`src/rtl/ofdm_cp_serializer.sv`:
```
`default_nettype none
// ============================================================================
// Module   : ofdm_cp_serializer
// Brief    : Captures one 32-point OFDM symbol and streams it on a valid/ready
//            port with the last CP_LEN samples prepended as a cyclic prefix.
// Revision : 1.0 - initial release
// ============================================================================
module ofdm_cp_serializer #(
    parameter int WORD_SIZE = 16,
    parameter int N         = 32,
    parameter int CP_LEN    = 8
) (
    input  logic                   i_clk,
    input  logic                   i_rst,
    input  logic                   i_load,
    input  logic [N*WORD_SIZE-1:0] i_re,
    input  logic [N*WORD_SIZE-1:0] i_im,
    output logic [WORD_SIZE-1:0]   o_re,
    output logic [WORD_SIZE-1:0]   o_im,
    output logic                   o_valid,
    input  logic                   i_ready,
    output logic                   o_sof,
    output logic                   o_eof,
    output logic                   o_busy,
    output logic                   o_overrun
);

    localparam int IDX_W = $clog2(N);
    localparam logic [IDX_W-1:0] C_START = (CP_LEN == 0) ? '0 : IDX_W'(N - CP_LEN);
    localparam logic [IDX_W-1:0] C_LAST  = IDX_W'(N - 1);

    typedef enum logic [1:0] {
        S_IDLE = 2'd0,
        S_CP   = 2'd1,
        S_BODY = 2'd2
    } state_t;

    state_t               r_state;
    logic [IDX_W-1:0]     r_idx;
    logic [WORD_SIZE-1:0] r_buf_re [N];
    logic [WORD_SIZE-1:0] r_buf_im [N];
    logic [WORD_SIZE-1:0] r_re;
    logic [WORD_SIZE-1:0] r_im;
    logic                 r_valid;
    logic                 r_sof;
    logic                 r_eof;
    logic                 r_overrun;

    logic                 w_hs;
    logic                 w_accept;
    logic                 w_drop;
    state_t               w_nxt_state;
    logic [IDX_W-1:0]     w_nxt_idx;
    logic                 w_nxt_valid;
    logic                 w_nxt_sof;
    logic                 w_nxt_eof;
    logic [WORD_SIZE-1:0] w_nxt_re;
    logic [WORD_SIZE-1:0] w_nxt_im;

    assign w_hs     = r_valid && i_ready;
    // A load is taken when idle, or on the final beat so symbols run gapless.
    assign w_accept = i_load && ((r_state == S_IDLE) || (w_hs && r_eof));
    assign w_drop   = i_load && !w_accept;

    always_comb begin
        w_nxt_state = r_state;
        w_nxt_idx   = r_idx;
        if (w_accept) begin
            w_nxt_state = (CP_LEN == 0) ? S_BODY : S_CP;
            w_nxt_idx   = C_START;
        end else if (w_hs) begin
            w_nxt_idx = r_idx + 1'b1;
            if (r_idx == C_LAST) begin
                w_nxt_state = (r_state == S_CP) ? S_BODY : S_IDLE;
            end
        end

        w_nxt_valid = (w_nxt_state != S_IDLE);
        w_nxt_sof   = w_nxt_valid &&
                      (((w_nxt_state == S_CP) && (w_nxt_idx == C_START)) ||
                       ((CP_LEN == 0) && (w_nxt_state == S_BODY) && (w_nxt_idx == '0)));
        w_nxt_eof   = w_nxt_valid && (w_nxt_state == S_BODY) && (w_nxt_idx == C_LAST);

        // The buffer is being overwritten on an accepted load, so the first
        // sample comes straight from the input bus.
        w_nxt_re = '0;
        w_nxt_im = '0;
        if (w_nxt_valid) begin
            if (w_accept) begin
                w_nxt_re = i_re[int'(w_nxt_idx)*WORD_SIZE +: WORD_SIZE];
                w_nxt_im = i_im[int'(w_nxt_idx)*WORD_SIZE +: WORD_SIZE];
            end else begin
                w_nxt_re = r_buf_re[w_nxt_idx];
                w_nxt_im = r_buf_im[w_nxt_idx];
            end
        end
    end

    always_ff @(posedge i_clk) begin
        if (i_rst) begin
            r_state   <= S_IDLE;
            r_idx     <= '0;
            r_re      <= '0;
            r_im      <= '0;
            r_valid   <= 1'b0;
            r_sof     <= 1'b0;
            r_eof     <= 1'b0;
            r_overrun <= 1'b0;
            for (int k = 0; k < N; k++) begin
                r_buf_re[k] <= '0;
                r_buf_im[k] <= '0;
            end
        end else begin
            r_state   <= w_nxt_state;
            r_idx     <= w_nxt_idx;
            r_re      <= w_nxt_re;
            r_im      <= w_nxt_im;
            r_valid   <= w_nxt_valid;
            r_sof     <= w_nxt_sof;
            r_eof     <= w_nxt_eof;
            r_overrun <= w_drop;
            if (w_accept) begin
                for (int k = 0; k < N; k++) begin
                    r_buf_re[k] <= i_re[k*WORD_SIZE +: WORD_SIZE];
                    r_buf_im[k] <= i_im[k*WORD_SIZE +: WORD_SIZE];
                end
            end
        end
    end

    assign o_re      = r_re;
    assign o_im      = r_im;
    assign o_valid   = r_valid;
    assign o_sof     = r_sof;
    assign o_eof     = r_eof;
    assign o_busy    = r_valid;
    assign o_overrun = r_overrun;

endmodule
`default_nettype wire

```
`config.mk`:
```
export PLATFORM = sky130hd
export DESIGN_NAME = ofdm_cp_serializer
export DESIGN_NICKNAME = d
export VERILOG_FILES = /design/src/rtl/ofdm_cp_serializer.sv
export SDC_FILE = /design/constraint.sdc
export NUM_CORES = 2
export LEC_CHECK = 0
export CAP_MARGIN = 20
export CORE_AREA = 2 2 412 414
export DETAILED_ROUTE_END_ITERATION = 8
export DIE_AREA = 0 0 414 416
export PLACE_DENSITY = 0.64
export SLEW_MARGIN = 20
export SYNTH_ARGS = -nofsm -noshare
export SYNTH_HDL_FRONTEND = slang
export SYNTH_SLANG_ARGS = --single-unit
```
`constraint.sdc`:
```
create_clock -name i_clk -period 35.7 [get_ports i_clk]
set_input_delay 8.925 -clock i_clk [delete_from_list [all_inputs] [get_ports i_clk]]
set_output_delay 8.925 -clock i_clk [all_outputs]
set_load 0.005 [all_outputs]
```
==> flow_metrics.py <==
metrics = {
    "status": {
        "status": "completed",
    },
    "grt": {
        "grt_use_total": 0.249,
        "grt_pass1_vias": 36500,
        "grt_max_degree": 301,
        "antenna_found_initial": 84,
        "grt.overflow.total": 0,
        "grt_pass1_wl_mm": 298,
    },
    "flow_run": {
        "max-cap-violations": 0,
    },
    "setup_path": {
        "worstReg2RegEnd": "r_buf_im[21][3]$_SDFFCE_PP0P_",
        "worstSetupStartpoint": "i_ready",
        "cp.required_ps": 36040,
        "worst_path_most_repeated_cell": "buf_4",
        "critPathMaxStageDelay_ps": 910,
        "reg2reg_slack_ps": 29370,
        "crit_path_top_delay_cell": "buf_4",
        "reg2reg_depth": 8,
        "worstSetupPathType": "primary input to flip-flop",
        "end_kind": "flip-flop",
        "worstSetupStartpointType": "primary input",
        "endpoint": "r_buf_im[21][3]$_SDFFCE_PP0P_",
        "worstPathArrival_ps": 14810,
        "reg2reg_from": "o_busy$_SDFF_PP0_",
        "path_max_fanout": 80,
        "cp_cell_sequence": "clkdlybuf4s50_1 > and3_1 > o21ai_4 > nand2b_4 > buf_4 > buf_4 > buf_4 > buf_4 > buf_4",
    },
    "sta": {
        "finClkSkew_ps": 70.3,
        "maxSlewViolCount": 0,
        "rsz0062_at_grt": "false",
        "clock.fmax_mhz": 69.1,
        "tns_ps": 0,
        "min_period_ps": 14470,
        "tightest_slew_ps": 1350,
        "relSlewSlack": 0.0995,
        "hold_viol": 0,
        "setup_viol": 0,
        "finalCritPeriodShare": 0.405,
    },
    "cts": {
        "cts-resized-gates": 0,
        "clock_latency_ps": 780,
        "htree_num_levels": 3,
        "cts_hold_buf": 0,
        "post-cts-setup-buffers": 0,
        "cts_made_buffers": 116,
        "root_buffer": "clkbuf_16",
        "cts_tree": "yes",
        "cts_sinks": 1067,
        "path_clk_slew_ps": 70,
        "clock_path_buffers": 3,
    },
    "yosys": {
        "synth_commonest_cells": "1024 x edfxtp_1, 580 x and2_1, 448 x nor2b_1, 270 x nand2_1, 219 x clkbuf_1",
        "yosys.area_share.simple": 0.189,
        "synth_edf_count": 1024,
        "yosysSeqAreaShare": 0.646,
        "yosysTopAreaCell": "edfxtp_1",
        "ys_seq_elements": 1067,
        "synth_compound_area_frac": 0.0933,
        "synth_top_family_by_area": "simple AND/OR/NAND/NOR gates",
        "synth_xor_area_frac": 0.000511,
        "synth_top_area_share": 0.628,
        "synthesis.nets": 4941,
        "yosys-top-cells-area": "edfxtp_1 63%, and2_1 7.4%, nor2b_1 5.7%",
        "netlist_instances": 3911,
        "syn_area_per_cell_sq_um": 12.5,
        "synth-async-reset-ratio": 0,
        "synth_warnings": 0,
        "synthMuxAreaShare": 0.0414,
        "synth.most_common_cell": "edfxtp_1",
        "yosysUniqueCellTypes": 72,
        "synth_flop_cell": "edfxtp_1",
        "syn_area_sq_mm": 0.0489,
        "synthAdderAreaFrac": 0.000511,
    },
    "routing": {
        "wl_per_cell_um": 30.8,
        "ant_nets": 0,
        "vias": 37400,
        "viasPerCell": 5.18,
        "dr.pass1.iters": 7,
        "drtIter0Drc": 4605,
        "wl_mm": 222,
        "drc": 0,
    },
    "floorplan": {
        "num_io_pins": 1065,
        "core-area_sq_mm": 0.168,
        "fp.dieH_um": 416,
        "start_util": 0.291,
        "rows": 151,
        "die_w_um": 414,
        "dieArea_sq_mm": 0.172,
    },
    "power": {
        "switching_power_mw": 0.809,
        "pwr-share-seq": 0.479,
        "ir_drop_mv": 0.0461,
        "p_sw_frac": 0.254,
        "powerDensity_mw_per_mm2": 48.3,
        "p_comb_frac": 0.132,
        "power_leakage_nw": 24.1,
        "clock_power_share": 0.389,
        "p_int_mw": 2.37,
    },
    "place": {
        "port_buffers": 1064,
        "dp_cells": 6955,
        "hpwlAfterDp_mm": 162,
        "finalWeightedCongestion": 0.935,
    },
    "finish": {
        "area_growth_pct": 34.6,
        "final_core_util": 0.392,
        "drive_gt1_frac": 0.0741,
        "finalNonFillerCells": 7220,
        "nets": 5885,
    },
    "min_path": {
        "min_path_type": "flip-flop to flip-flop",
    },
}
-- critical path: cells and delay by family --
kind	cells	cell delay, ps
buf+inv	6	4660
simple gates	2	820
compound gates	1	90
-- power groups by stage --
stage	Combinational, mW	Clock [mW]	Sequential [mW]
CTS	0.423	1.26	1.52
floorplan	0.175	0	1.58
finish	0.419	1.24	1.53
global route	0.444	1.30	1.53
detailed placement	0.420	0	1.55
global placement	0.418	0	1.55
-- cells in the final DEF, fill, tap and decap left out, types with 8 or more instances in the layout --
cell,netlist,routed
clkdlybuf4s50_1,0,1063
edfxtp_1,1024,1024
and2_1,580,579
nor2b_1,448,448
nand2_1,270,269
o21ai_0,191,191
nand3_1,179,179
a21oi_1,140,139
mux2i_1,127,126
clkbuf_16,0,116
buf_4,19,80
and3_1,69,68
a31oi_1,68,66
a211oi_1,71,65
o221ai_1,50,50
diode_2,0,47
dfxtp_1,43,43
mux2_2,40,40
a311oi_1,29,29
o22ai_1,27,27
nor2_1,28,24
clkbuf_1,219,24
clkinv_2,0,23
clkinv_1,0,22
a31o_2,15,15
a32o_1,15,15
o32ai_1,17,13
nor3_1,15,13
o31a_1,12,12
bufinv_16,0,12
mux4_2,10,10
o211ai_1,10,10
a21o_1,8,8
-- area by class of cell --
type / count / area [sq um]
Inverter: 3 / 11.3
Clock buffer: 145 / 3060
Clock inverter: 73 / 796
Sequential cell: 1067 / 31600
Fill cell: 16100 / 102000
Multi-Input combinational cell: 2516 / 16100
Tap cell: 2218 / 2780
Timing Repair Buffer: 1151 / 11400
Antenna cell: 47 / 118
-- stage by stage --
step	hold WS [ps]	setup slack (ps)	cell area [sq um]	power, mW
after floorplan	508	12360	48900	1.75
after global placement	552	20710	61800	1.97
after detailed placement	578	20570	61900	1.97
after CTS	589	21360	65800	3.20
after global routing	625	20850	65900	3.27
final	596	21230	65900	3.18
-- worst min path at each step --
stage / from / to / slack, ps / cells past startpoint
3_3_place_gp: r_state[1]$_SDFF_PP0_ / r_state[1]$_SDFF_PP0_ / 550 / 2
4_1_cts: r_state[1]$_SDFF_PP0_ / r_state[1]$_SDFF_PP0_ / 590 / 2
5_1_grt: r_state[1]$_SDFF_PP0_ / r_state[1]$_SDFF_PP0_ / 630 / 2
6_report: r_state[1]$_SDFF_PP0_ / r_state[1]$_SDFF_PP0_ / 600 / 2
2_1_floorplan: r_state[1]$_SDFF_PP0_ / r_state[1]$_SDFF_PP0_ / 510 / 2
3_5_place_dp: r_state[1]$_SDFF_PP0_ / r_state[1]$_SDFF_PP0_ / 580 / 2
-- state kept, by name (all words and copies together) (netlist names) --
| name | count |
|---|---|
| r_buf_im | 512 |
| r_buf_re | 512 |
| o_im | 16 |
| o_re | 16 |
| r_idx | 5 |
| r_state | 2 |
| o_busy | 1 |
| o_eof | 1 |
| o_overrun | 1 |
| o_sof | 1 |
-- cells by family after synthesis --
kind of cell,count (synthesis)
AOI/OAI and AO/OA,703
xor gates and xnor gates,2
adders and majority gates,2
buffers and inverters,328
DFF,1067
muxes,184
and+or+nand+nor,1625
-- metal layers --
metal	global-route usage	vias to the layer above	routed length (um)
li1	-	16200	-
met1	0.324	18800	89500
met2	0.409	2014	107000
met3	0.0481	376	17400
met4	0.0995	26	8630
met5	0	-	152
Power figures use the tool's default switching activity.
